### src/rtl/config_chain_loader.sv
// Serial configuration chain loader: streams config words LSB-first into the chain head
// and returns the bits falling out of the chain tail as readback words.
module config_chain_loader #(
    parameter int WORD_W    = 8,
    parameter int CHAIN_LEN = 20
) (
    input  logic              shift_clk,
    input  logic              rst_n,
    input  logic              start,
    input  logic [WORD_W-1:0] cfg_data,
    input  logic              cfg_valid,
    output logic              cfg_ready,
    output logic              shift_en,
    output logic              shift_o,
    input  logic              shift_i,
    output logic [WORD_W-1:0] rb_data,
    output logic              rb_valid,
    input  logic              rb_ready,
    output logic              busy,
    output logic              done
);
    localparam int CNT_W = $clog2(CHAIN_LEN + 1);
    localparam int WB_W  = $clog2(WORD_W + 1);
    localparam logic [CNT_W-1:0] LAST_BIT  = CNT_W'(CHAIN_LEN - 1);
    localparam logic [WB_W-1:0]  LAST_SLOT = WB_W'(WORD_W - 1);

    typedef enum logic [2:0] {IDLE, FETCH, SHIFT, DRAIN, DONE} state_t;

    state_t            state;
    logic [CNT_W-1:0]  bcnt;
    logic [CNT_W-1:0]  rem;
    logic [WB_W-1:0]   wbits;
    logic [WB_W-1:0]   acnt;
    logic [WORD_W-1:0] tx_sr;
    logic [WORD_W-1:0] acc;
    logic [WORD_W-1:0] acc_next;
    logic              word_full;
    logic              stall;

    assign rem       = CNT_W'(CHAIN_LEN) - bcnt;
    // The next capture closes a readback word either on a full word or on the final chain bit.
    assign word_full = (acnt == LAST_SLOT) || (bcnt == LAST_BIT);
    assign stall     = rb_valid && word_full;
    assign acc_next  = acc | (WORD_W'(shift_i) << acnt);

    // All outputs decode registered state only, so no input reaches an output combinationally.
    assign shift_en  = (state == SHIFT) && !stall;
    assign shift_o   = tx_sr[0];
    assign cfg_ready = (state == FETCH);
    assign busy      = (state != IDLE);
    assign done      = (state == DONE);

    always_ff @(posedge shift_clk or negedge rst_n) begin
        if (!rst_n) begin
            state    <= IDLE;
            bcnt     <= '0;
            wbits    <= '0;
            acnt     <= '0;
            tx_sr    <= '0;
            acc      <= '0;
            rb_data  <= '0;
            rb_valid <= 1'b0;
        end else begin
            if (rb_valid && rb_ready) begin
                rb_valid <= 1'b0;
            end
            case (state)
                IDLE: begin
                    if (start) begin
                        bcnt  <= '0;
                        acnt  <= '0;
                        acc   <= '0;
                        state <= FETCH;
                    end
                end
                FETCH: begin
                    if (cfg_valid) begin
                        tx_sr <= cfg_data;
                        wbits <= (32'(rem) >= WORD_W) ? WB_W'(WORD_W) : WB_W'(rem);
                        state <= SHIFT;
                    end
                end
                SHIFT: begin
                    if (!stall) begin
                        tx_sr <= tx_sr >> 1;
                        wbits <= wbits - 1'b1;
                        bcnt  <= bcnt + 1'b1;
                        if (word_full) begin
                            rb_data  <= acc_next;
                            rb_valid <= 1'b1;
                            acc      <= '0;
                            acnt     <= '0;
                        end else begin
                            acc  <= acc_next;
                            acnt <= acnt + 1'b1;
                        end
                        // Final chain bit wins over end-of-word; leftover word bits are dropped.
                        if (bcnt == LAST_BIT) begin
                            state <= DRAIN;
                        end else if (wbits == WB_W'(1)) begin
                            state <= FETCH;
                        end
                    end
                end
                DRAIN: begin
                    if (!rb_valid) begin
                        state <= DONE;
                    end
                end
                DONE: begin
                    state <= IDLE;
                end
                default: begin
                    state <= IDLE;
                end
            endcase
        end
    end
endmodule

### config.mk
export PLATFORM = sky130hd
export DESIGN_NAME = config_chain_loader
export DESIGN_NICKNAME = d
export VERILOG_FILES = /design/src/rtl/config_chain_loader.sv
export SDC_FILE = /design/constraint.sdc
export NUM_CORES = 1
export LEC_CHECK = 0
export CAP_MARGIN = 15
export CORE_ASPECT_RATIO = 1.25
export CORE_UTILIZATION = 45
export CTS_CLUSTER_SIZE = 20
export DETAILED_ROUTE_END_ITERATION = 8
export PLACE_DENSITY_LB_ADDON = 0.2
export SETUP_SLACK_MARGIN = 0.05
export SLEW_MARGIN = 10
export SYNTH_ARGS = -nofsm -noshare
export SYNTH_HDL_FRONTEND = slang
export SYNTH_SLANG_ARGS = --single-unit
### constraint.sdc
create_clock -name shift_clk -period 2.55 [get_ports shift_clk]
set_input_delay 0.51 -clock shift_clk [delete_from_list [all_inputs] [get_ports shift_clk]]
set_output_delay 0.51 -clock shift_clk [all_outputs]
set_load 0.05 [all_outputs]
==> Word level (Yosys, flattened, before mapping) <==
Index checks and enable logic that the tools add are counted.
{ "totals": {"in_bits": 14, "out_inout_bits": 14, "regBits": 41, "wordCells": 70} }
{ "classes": {"n_addsub": 4, "shift": 1, "eq_ne": 12, "n_reduce_logical": 13, "n_lt_le_gt_ge": 1, "muxes": 29, "bitwise_logic": 2} }
{ "ops": {"columns": ["op", "count"], "rows": [
  ["two-way mux 8 bit", 5],
  ["one-hot mux 8 bit (2 select lines)", 2],
  ["two-way mux 4 bit", 6],
  ["two-way mux 3 bit", 6],
  ["one-hot mux 4 bit (2 select lines)", 2],
  ["one-hot mux 3 bit (4 select lines)", 1],
  ["two-way mux 5 bit", 2],
  ["one-hot mux 5 bit (2 select lines)", 1],
  ["AND reduction 3 bit", 3],
  ["inequality test 2 bit, second input constant", 4],
  ["OR 8 bit", 1],
  ["left shift 1 x 4 -> 8 bit", 1],
  ["== test 3 x 2 -> 1 bit, second input constant", 2],
  ["adder 5 x 1 -> 5 bit, second input constant", 1],
  ["== test 5 bit, second input constant", 1],
  ["greater-or-equal comparator 5 x 4 -> 1 bit, second input constant", 1],
  ["AND reduction 5 bit", 1],
  ["subtractor 5 bit, first input constant", 1],
  ["adder 4 x 1 -> 4 bit, second input constant", 1],
  ["== test 4 x 1 -> 1 bit, second input constant", 1],
  ["== test 4 x 3 -> 1 bit, second input constant", 1],
  ["two-way mux 1 bit", 4],
  ["nonzero test 2 bit", 2],
  ["subtractor 4 x 1 -> 4 bit, second input constant", 1],
  ["other kinds (9)", 11]
]} }

==> Longest topological paths before layout <==
{ "depth": {"depth_word": 5, "mapped_depth": 7, "depth_no_buf": 6} }

==> Worst setup path after synthesis <==
Ideal clock, no wire load.
{ "synth_timing": {"path_kind": "flip-flop to output port", "startpoint": "register state[1]", "endpoint": "output port done", "path_slack_ns": 0.197, "stages_incl_launch_ff": 4, "n_path_buf": 2, "t_arrival_ns": 1.843, "cell_sequence": "dfrtp_1 buf_4 clkbuf_1 nor3b_1"} }
{ "synth_via": {"elab_chain_cells": 1} }
{ "synth_rtl": {"columns": ["item", "line_no", "rtl"], "rows": [
  ["from (decl)", "29", "state_t state;"],
  ["from (signal assigned)", "55", "state <= IDLE;"],
  ["from (signal assigned)", "73", "state <= FETCH;"],
  ["from (signal assigned)", "80", "state <= SHIFT;"],
  ["== test 3 bit", "51", "assign done = (state == DONE);"],
  ["to (decl)", "20", "output logic done"]
]} }
Every way passes these cells.

==> Worst setup path in the final report <==
{ "layout_timing": {"startpoint": "register state[2]", "endpoint": "output port cfg_ready"} }
{ "layout_via": {"elab_chain_cells": 1} }
{ "layout_rtl": {"columns": ["item", "line_no", "rtl"], "rows": [
  ["== test 3 x 1 -> 1 bit", "49", "assign cfg_ready = (state == FETCH);"],
  ["to (decl)", "12", "output logic cfg_ready,"]
]} }
Every way passes these cells.

==> metrics <==
final core utilization about 57%; Top-Level Pins 28; post-synthesis cell area around 2200 µm²; Final ANT Viol Nets 0; design area between 2000 and 3000 µm²; critical-path maximum fanout 6; Worst setup SP type flip-flop; Synthesis Warnings 0; port bufs 27; CP endpoint cfg_ready; power after layout 0.00265 W; endpoint kind of the worst setup timing path output pin; row count 28; final setup violation count 0; Syn Inst Count 230; ranking of synthesized cells by area dfrtp_1 47%, nand2_1 3.6%, ha_1 3.4%, nor2_1 3.4%, a21oi_1 3.2%; RSZ-0062 raised after global routing no; Initial Utilization a little under half; Worst Max-Slew Pin Slew approximately 0.51 ns; Max Cap Viol 0; slowest stage delay, CP around 0.8 ns; Overflow after GRT 0; number of global-route vias before repair approximately 1800; PD cells roughly 990 nW/µm²; status finished clean; # hold bufs at CTS 0; Slowest-stage cell, CP clkdlybuf4s50_1; R2R depth 5; Post-synth top flop dfrtp_1; Final Cycle Share 93.4%; CTS H-tree lvls 2; CTS Buf Count 5; Pins Over Slew Limit 0; Vias/cell ~5.6; Post-synth EDFFs 0; initial antenna violation count 0; slew margin rel. about two thirds; Die Y 80.2 µm; FMAX ~420 MHz; Crit Path Class reg2out; clk slew on worst S/H paths ~0.08 ns; final hold vios 0; DPL Wire Length 3510 µm; FF+latch area ~1000 µm²; per-cell routed wire length roughly 15 µm; Yosys top cell by area dfrtp_1; crit path DAT 1.87 ns; Yosys cell types about 50; die area 5180 µm²; largest net degree at the start of global routing 29; GP Congestion just under 0.8; root buf cell clkbuf_8; Critical Path RT ~2.0 ns; Placed Area between 2000 and 3000 µm²; vias post-DR 1817; syn_nets 250; Leak 1.10 nW; Hold Crit Class in2async; Residual DRC 0; cts repair resizes 0; total core area about 4700 µm²; FF-to-FF End acc[4]; first-pass GRT wire length ~8400 µm; Setup Skew 0.00587 ns; Setup Buffers After CTS 0; Clock Tree Buf Depth 2; post-synthesis sequential area ratio 46.6%; Peak VDD IR 412 µV; n_diodes 0; DRT Pass-1 Iters 6; Routed WL 4860 µm; Worst R2R Setup Slack 0.39 ns; Final TNS setup 0 ns; share of layout cells above drive strength 1 11.8%; post-synth top area share 46.6%; Worst-Skew Late Latency 0.30 ns; Synth Register Bits 41; CTS tree done; filler cell count in the final layout between 400 and 500; Crit. Startpoint state[2]; DRT iter0 DRCs ~100; r2r startpoint state[1]; Post-synth ARST share 100%; P&R area growth vs syn 21.4%; final net count approximately 280; critical-path cell list nand2b_1 -> nor2_1 -> clkdlybuf4s50_1; Mean Syn Cell Area between 9 and 10 µm²; all-layer global routing usage between 20% and 30%; post-layout min period between 2 and 2.5 ns; area of the multi-input gates about 1100 µm²; CTS Sinks 41; width of the chip around 65 µm
cells by family (layout without fill, tap and decap cells):
group | Yosys count | after routing | synth area share [%]
AOI/OAI and AO/OA | 70 | 70 | 22.4
and+or+nand+nor | 93 | 93 | 22.7
adders and majority gates | 6 | 6 | 3.41
buffers and inverters | 19 | 51 | 4.49
xor gates and xnor gates | 1 | 1 | 0.398
DFF | 41 | 41 | 46.6
Yosys cell counts (all sizes together), types with 4 or more instances:
| library cell | count |
|---|---|
| dfrtp | 41 |
| nand2 | 21 |
| nor2 | 20 |
| a21oi | 16 |
| o21ai | 15 |
| nor3 | 13 |
| a31oi | 11 |
| buf | 9 |
| ha | 6 |
| inv | 6 |
| nand3 | 6 |
| o2bb2ai | 6 |
| nand2b | 5 |
| nor2b | 5 |
| a211oi | 4 |
| clkbuf | 4 |
| or2 | 4 |
worst max-delay path: cells and delay by family (launching register included):
family	cells	cell delay [ns]
and+or+nand+nor	2	0.33
buffers and inverters	1	0.81
DFF	1	0.43
placed cells by master, fill, tap and decap left out, types with 3 or more instances in the layout:
master,count
clkbuf_8,6
o2bb2ai_1,6
a21oi_1,14
clkdlybuf4s50_1,23
o21ai_0,13
nor3_1,13
buf_4,10
a31oi_1,11
nand3_1,6
nor3b_1,3
ha_1,6
nor2_1,20
a221o_1,3
dfrtp_1,41
o31ai_1,3
nand2_1,21
or2_2,3
nor2b_1,5
and3_1,3
nand2b_1,5
inv_1,6
power breakdown:
part / switching [W] / internal (W) / leakage (nW)
registers: 0.000163 / 0.000807 / 0.495
logic: 0.000677 / 0.000461 / 0.550
clock network: 0.000224 / 0.000319 / 0.0585
total: 0.00106 / 0.00159 / 1.10
stage by stage:
step	std cells	setup WS (ns)	hold WS (ns)
2_1_floorplan	230	0.197	0.214
3_3_place_gp	314	0.391	0.427
3_5_place_dp	314	0.381	0.428
4_1_cts	322	0.0749	0.106
5_1_grt	322	0.0805	0.123
6_report	322	0.169	0.0995
state kept, by name, summed over array words and instances (netlist names):
| register | count |
|---|---|
| state | 3 |
| acc | 8 |
| rb_valid | 1 |
| acnt | 4 |
| tx_sr | 8 |
| wbits | 4 |
| bcnt | 5 |
| rb_data | 8 |
worst min-delay path by stage:
stage | startpoint | endpoint | cells past startpoint
2_1_floorplan | rst_n | acc[0] | 0
3_3_place_gp | rst_n | state[2] | 1
3_5_place_dp | rst_n | state[2] | 1
4_1_cts | rst_n | state[2] | 1
5_1_grt | rst_n | state[2] | 1
6_report | rst_n | state[0] | 1
routing by layer:
metal | global-route usage (%) | vias to the layer above | share of wire (%)
met5 | 0 | - | 0
met4 | 7.33 | 0 | 1.6
met3 | 4.26 | 6 | 2.5
met2 | 37.1 | 21 | 51
met1 | 26.0 | 886 | 45
li1 | - | 904 | -
area by class of cell:
class	count	share of cell area, %
Multi-Input combinational cell	170	40.3
Sequential cell	41	38.4
Timing Repair Buffer	37	13.3
Clock buffer	7	3.23
Tap cell	60	2.81
Clock inverter	1	1.12
Inverter	6	0.843
(Power assumes the default switching activity.)
